File: config.mk
export PLATFORM = sky130hd
export DESIGN_NAME = ctrl_spi_rx
export DESIGN_NICKNAME = d
export VERILOG_FILES = /design/src/rtl/theremin_ctrl_pkg.sv /design/src/rtl/ctrl_sync.sv /design/src/rtl/ctrl_spi_rx.sv
export SDC_FILE = /design/constraint.sdc
export NUM_CORES = 1
export LEC_CHECK = 0
export ABC_AREA = 1
export BUFFER_PORTS_ARGS = -buffer_cell sky130_fd_sc_hd__buf_2
export CAP_MARGIN = 40
export CORE_UTILIZATION = 51
export CTS_CLUSTER_SIZE = 14
export DETAILED_ROUTE_END_ITERATION = 7
export GPL_TIMING_DRIVEN = 0
export PLACE_DENSITY = 0.75
export SYNTH_ARGS = -nofsm -noshare
export SYNTH_HDL_FRONTEND = slang
export SYNTH_SLANG_ARGS = --single-unit
File: constraint.sdc
create_clock -name clk_100 -period 1.4 [get_ports clk_100]
set_input_delay 0.28 -clock clk_100 [delete_from_list [all_inputs] [get_ports clk_100]]
set_output_delay 0.28 -clock clk_100 [all_outputs]
set_load 0.03 [all_outputs]
File: src/rtl/theremin_ctrl_pkg.sv
// theremin_ctrl_pkg: shared constants and types for the theremin SPI control port
package theremin_ctrl_pkg;

    localparam int FRAME_BITS = 24;

    typedef enum logic [3:0] {
        ADDR_A16    = 4'd0,
        ADDR_A8     = 4'd1,
        ADDR_A5     = 4'd2,
        ADDR_A4     = 4'd3,
        ADDR_BLEND  = 4'd4,
        ADDR_DELAY  = 4'd5,
        ADDR_FEEDBK = 4'd6
    } ctrl_addr_e;

    typedef enum logic [1:0] {
        IDLE  = 2'd0,
        SHIFT = 2'd1,
        CHECK = 2'd2
    } state_e;

    localparam int RST_A16    = 7;
    localparam int RST_A8     = 0;
    localparam int RST_A5     = 0;
    localparam int RST_A4     = 0;
    localparam int RST_BLEND  = 0;
    localparam int RST_DELAY  = 0;
    localparam int RST_FEEDBK = 0;

endpackage

File: src/rtl/ctrl_sync.sv
// ctrl_sync: 2-flop synchronizer plus one history flop giving level, rise and fall pulses
module ctrl_sync #(
    parameter logic RST_VAL = 1'b0
) (
    input  logic clk_100,
    input  logic reset_n,
    input  logic din,
    output logic level,
    output logic rise,
    output logic fall
);

    logic [2:0] sr;

    // sr[0..1] synchronize the pin, sr[2] remembers the previous synchronized level
    always_ff @(posedge clk_100 or negedge reset_n) begin
        if (!reset_n) sr <= {3{RST_VAL}};
        else          sr <= {sr[1:0], din};
    end

    assign level = sr[1];
    assign rise  = sr[1] & ~sr[2];
    assign fall  = ~sr[1] & sr[2];

endmodule

File: src/rtl/ctrl_spi_rx.sv
// ctrl_spi_rx: oversampling SPI-slave receiver that decodes 24-bit write frames into control registers.
// Define CTRL_SPI_PARITY_EN to require even parity over the whole frame (bit 19 is the parity bit).
module ctrl_spi_rx #(
    parameter int FRAME_BITS = theremin_ctrl_pkg::FRAME_BITS,
    parameter int A_BITS     = 3,
    parameter int BLEND_B    = 4,
    parameter int DLY_B      = 14,
    parameter int FDB_B      = 10
) (
    input  logic               clk_100,
    input  logic               reset_n,
    input  logic               ctrl_sclk,
    input  logic               ctrl_mosi,
    input  logic               ctrl_ss_n,
    output logic [A_BITS-1:0]  a16,
    output logic [A_BITS-1:0]  a8,
    output logic [A_BITS-1:0]  a5,
    output logic [A_BITS-1:0]  a4,
    output logic [BLEND_B-1:0] blend,
    output logic [DLY_B-1:0]   delay,
    output logic [FDB_B-1:0]   feedbk,
    output logic               upd_valid,
    output logic [3:0]         upd_addr,
    output logic               frame_err
);

    import theremin_ctrl_pkg::*;

    logic sclk_lvl, sclk_rise, sclk_fall;
    logic mosi_lvl, mosi_rise, mosi_fall;
    logic ss_lvl, ss_rise, ss_fall;

    ctrl_sync #(.RST_VAL(1'b0)) u_sclk (.clk_100(clk_100), .reset_n(reset_n), .din(ctrl_sclk),
                                        .level(sclk_lvl), .rise(sclk_rise), .fall(sclk_fall));
    ctrl_sync #(.RST_VAL(1'b0)) u_mosi (.clk_100(clk_100), .reset_n(reset_n), .din(ctrl_mosi),
                                        .level(mosi_lvl), .rise(mosi_rise), .fall(mosi_fall));
    ctrl_sync #(.RST_VAL(1'b1)) u_ss   (.clk_100(clk_100), .reset_n(reset_n), .din(ctrl_ss_n),
                                        .level(ss_lvl), .rise(ss_rise), .fall(ss_fall));

    state_e                state;
    logic [4:0]            bit_cnt;
    logic [FRAME_BITS-1:0] shreg;
    logic [3:0]            addr;
    logic [15:0]           data;
    logic                  par_ok;
    logic                  commit;
    logic                  unused;

    assign addr = shreg[FRAME_BITS-1 -: 4];
    assign data = shreg[15:0];
`ifdef CTRL_SPI_PARITY_EN
    assign par_ok = ~^shreg;
`else
    assign par_ok = 1'b1;
`endif
    assign commit = (bit_cnt == 5'(FRAME_BITS)) && (addr <= ADDR_FEEDBK) && par_ok;
    assign unused = ^{sclk_lvl, sclk_fall, mosi_rise, mosi_fall, ss_lvl, shreg[FRAME_BITS-5:16]};

    // frame FSM; registers and strobes all change together on the CHECK exit edge
    always_ff @(posedge clk_100 or negedge reset_n) begin
        if (!reset_n) begin
            state     <= IDLE;
            bit_cnt   <= '0;
            shreg     <= '0;
            a16       <= A_BITS'(RST_A16);
            a8        <= A_BITS'(RST_A8);
            a5        <= A_BITS'(RST_A5);
            a4        <= A_BITS'(RST_A4);
            blend     <= BLEND_B'(RST_BLEND);
            delay     <= DLY_B'(RST_DELAY);
            feedbk    <= FDB_B'(RST_FEEDBK);
            upd_valid <= 1'b0;
            upd_addr  <= '0;
            frame_err <= 1'b0;
        end else begin
            upd_valid <= 1'b0;
            frame_err <= 1'b0;
            case (state)
                IDLE: if (ss_fall) begin
                    bit_cnt <= '0;
                    shreg   <= '0;
                    state   <= SHIFT;
                end
                SHIFT: if (ss_rise) begin
                    state <= CHECK;
                end else if (sclk_rise) begin
                    shreg   <= {shreg[FRAME_BITS-2:0], mosi_lvl};
                    bit_cnt <= (bit_cnt == 5'd31) ? bit_cnt : bit_cnt + 5'd1;
                end
                CHECK: begin
                    state <= IDLE;
                    if (commit) begin
                        upd_valid <= 1'b1;
                        upd_addr  <= addr;
                        case (ctrl_addr_e'(addr))
                            ADDR_A16:    a16    <= data[A_BITS-1:0];
                            ADDR_A8:     a8     <= data[A_BITS-1:0];
                            ADDR_A5:     a5     <= data[A_BITS-1:0];
                            ADDR_A4:     a4     <= data[A_BITS-1:0];
                            ADDR_BLEND:  blend  <= data[BLEND_B-1:0];
                            ADDR_DELAY:  delay  <= data[DLY_B-1:0];
                            ADDR_FEEDBK: feedbk <= data[FDB_B-1:0];
                            default: ;
                        endcase
                    end else begin
                        frame_err <= 1'b1;
                    end
                end
                default: state <= IDLE;
            endcase
        end
    end

endmodule

==> results.md <==
- Synth unique cells: 23
- Total gr overflow: 0
- # DRC: 0
- Routed vias: between 2k and 3k
- Total track usage: 23.1%
- Leak: 0.00251 uW
- Hold WC Path Type: in -> reg
- Combinational share of power: a little under 8%
- Mean routed wirelength per cell: 14.1 um
- I/O pins: 51
- Unrepaired setup endpoints after global routing: true
- Die W: 86.0 um
- CTS tree: done
- Detailed Route Iter0 Violations: between 150 and 200
- Crit start category: flop
- Final setup viols: approximately 50
- Vias in the first global route: roughly 2.7k
- Slowest Stage Delay on Critical Path: between 0.4 and 0.5 ns
- Syn_nets: 406
- Power share of the clock group: 39.3%
- Max Fclk: 0.610 GHz
- Crit path time final: 1.64 ns
- Compound-cell area share of the yosys netlist: 0.590%
- CTS Sinks: 85
- First-pass GRT wire length: 13,000 um
- Core Region: 6790 um^2
- Synth warn: 0
- PortBufs: 50
- Final wirelength: between 8000 and 9000 um
- Register area share after synthesis: 59.3%
- GP Congestion: 0.796
- Status: complete, but fails checks
- Placed cell areas: 4020 um^2
- Clk buf depth: 2
- Worst-skew pair later-pin latency: 0.36 ns
- Worst setup margin: -0.240 ns
- Max Fanout on Critical Path: 10
- Max-slew headroom: 71.0%
- Vias per cell: 5.20
- Nets@finish: between 400 and 500
- Crit path capture type: flop
- Slowest cell on crit path: dfrtp_1
- Sw Pwr: 1150 uW
- Fin Clk Skew: 0.0154 ns
- Cells after synthesis: 398
- Clk root buf: clkbuf_8
- Critical path, cell by cell: inv_1 > ha_1 > nand2_1 > inv_1 > nand2_2 > nor2_4 > clkbuf_16 > buf_6 > nand4_1 > nand2_1
- Simple-gate portion of the synthesized area: 33.3%
- Tcrit/Tclk final: 117%
- Post-route core utilization: 66.2%
- Critical Path RT: 1.71 ns
- Reg2reg setup slack: -0.24 ns
- Synthesized area: 3600 um^2
- Share of cells above drive strength 1: 28.5%
- Post-Synth Adder-Cell Area: 1.04%
- Post-Synth XOR/XNOR Area: 0%
- Antenna Diode Count: 0
- Initial Utilization: a little over half
- Mean Syn Cell Area: 9.05 um^2
- Pwr dens: 1060 nW/um^2
- #FFs+latches synth: 85
- Drt pass-1 iters: 5
- Mux contribution to synthesized area: 0%
- Cts bufs inserted: 9
- Maxcap violations: 0
- Arrival @ worst endpoint: 1.95 ns
- # fillers: 553
- Row count: 30
- Die height: between 80 and 90 um
- Failing checks: setup timing
- VDD IR-drop max: 0.672 mV
- Die Area: about 7400 um^2
- P_int: 3630 uW
- Largest family of logic cells by synthesized area: simple AND/OR/NAND/NOR gates
- Largest net degree at the start of global routing: 54
- Initial antenna violation count: 0
- H-Tree Depth: 3
- Sequential share of power: 52.8%
- Slew Limit Fails: 0
- Finished Cell Area: 4500 um^2
- Worst Setup Path Type: reg -> reg
- Final Hold Viols: 0
- Total design power: 4780 uW
- Worst-Margin Slew: around 0.44 ns
- DRT antenna net count: 0
- Detail Placement HPWL: 5320 um
- Sw frac: 24.1%
- Clock-pin slew on the worst setup and hold paths: 0.09 ns
- Layout Area Growth over Synthesis: 24.9%
==> synth_stat cells (all sizes together) <==
cell type,instances,share of area (%)
nor3b,1,0.21
dfrtp,79,55
clkinv,1,0.10
buf,20,4.0
o22ai,1,0.17
nand4,41,7.1
o21ai,3,0.42
ha,3,1.0
nand3,11,1.9
nand2,192,20
dfstp,6,4.4
nor3,2,0.28
nor2,19,2.9
inv,17,1.8
nand3b,2,0.76
==> worst paths after layout <==
path,startpoint,to,depth (start not counted)
setup / recovery,bit_cnt[0]$_DFFE_PN0P_,feedbk[4]$_DFFE_PN0P_,10
hold / removal,ctrl_sclk,u_sclk.sr[0]$_DFF_PN0_,1
setup reg to reg,bit_cnt[0]$_DFFE_PN0P_,feedbk[4]$_DFFE_PN0P_,10
hold reg to reg,u_mosi.sr[0]$_DFF_PN0_,u_mosi.sr[1]$_DFF_PN0_,0
max in group asynchronous,reset_n,u_ss.sr[1]$_DFF_PN1_,3
min in group asynchronous,reset_n,a8[2]$_DFFE_PN0P_,2
==> layout by cell type (no fill, tap or decap), types with 4 or more instances in the layout <==
cell type	count
nor2_4	5
dfrtp_1	78
nand2_2	9
clkbuf_8	9
buf_6	9
buf_2	55
nand4_1	41
nand2_1	182
inv_1	14
buf_4	11
nand3_4	5
nand3_2	4
nor2_1	12
dfstp_2	6
==> stage by stage <==
stage / TNS [ns] / hold WS, ns / setup slack (ns) / cells
3_5_place_dp: -7.69 / 0.256 / -0.205 / 545
3_3_place_gp: -54.38 / 0.335 / -0.596 / 544
4_1_cts: -7.07 / 0.0104 / -0.198 / 569
5_1_grt: -14.13 / 0.00463 / -0.330 / 574
6_report: -9.80 / 0.0279 / -0.240 / 574
2_1_floorplan: -0.168 / -0.0156 / -0.0344 / 398
==> power groups by stage <==
stage / registers (uW) / clock network [uW] / logic [uW]
floorplan: 2570 / 0 / 193
global placement: 2570 / 0 / 295
detailed placement: 2570 / 0 / 315
CTS: 2520 / 1900 / 335
global route: 2530 / 2020 / 415
finish: 2520 / 1880 / 376
==> critical path, delay by kind of cell, from the launching register on <==
family | cells | cell delay, ns
fa+ha+maj | 1 | 0.14
buf+inv | 4 | 0.50
flops | 1 | 0.43
simple gates | 5 | 0.52
==> final cells by class <==
type                    instances  area (um^2)  area share (%)
plain buffers                  20          188            4.17
inverters                      18         67.6            1.50
clock buffers                  10          128            2.84
flip-flops and latches         85         2140            47.5
well taps                      96          120            2.67
repair buffers                 63          397            8.82
clock inverters                 6         86.3            1.92
multi-input cells             276         1380            30.6
==> kinds of logic (layout without fill, tap and decap cells) <==
logic type / Yosys count / in the layout
and+or+nand+nor: 268 / 269
adders and majority gates: 3 / 3
AOI/OAI and AO/OA: 4 / 4
buffers and inverters: 38 / 117
DFF: 85 / 85
==> metal layers <==
layer | share of wire (%) | wire, um | global-route usage [%]
met1 | 45 | 3670 | 31.9
met2 | 48 | 3940 | 36.2
met3 | 4.8 | 389 | 5.20
met4 | 1.6 | 126 | 8.33
met5 | 0 | 0 | 0
==> sequential cells by signal (all words and copies together), names as in the netlist, 2 cells and up <==
name and flops:
u_sclk.sr 3, state 2, a16 3, upd_addr 4, a5 3, shreg 24
feedbk 10, a8 3, delay 14, blend 4, u_ss.sr 3, a4 3
bit_cnt 5, u_mosi.sr 2
==> repair_timing <==
item                       CTS  global route
gates resized for setup     18            24
setup endpoints to repair   70            72
hold endpoints to repair    29             1
hold buffers                 1             1
buffers inserted             6             1
cloned                       1             3
pin swaps                   11             6
No activity file was read; power rests on OpenSTA's default activity.
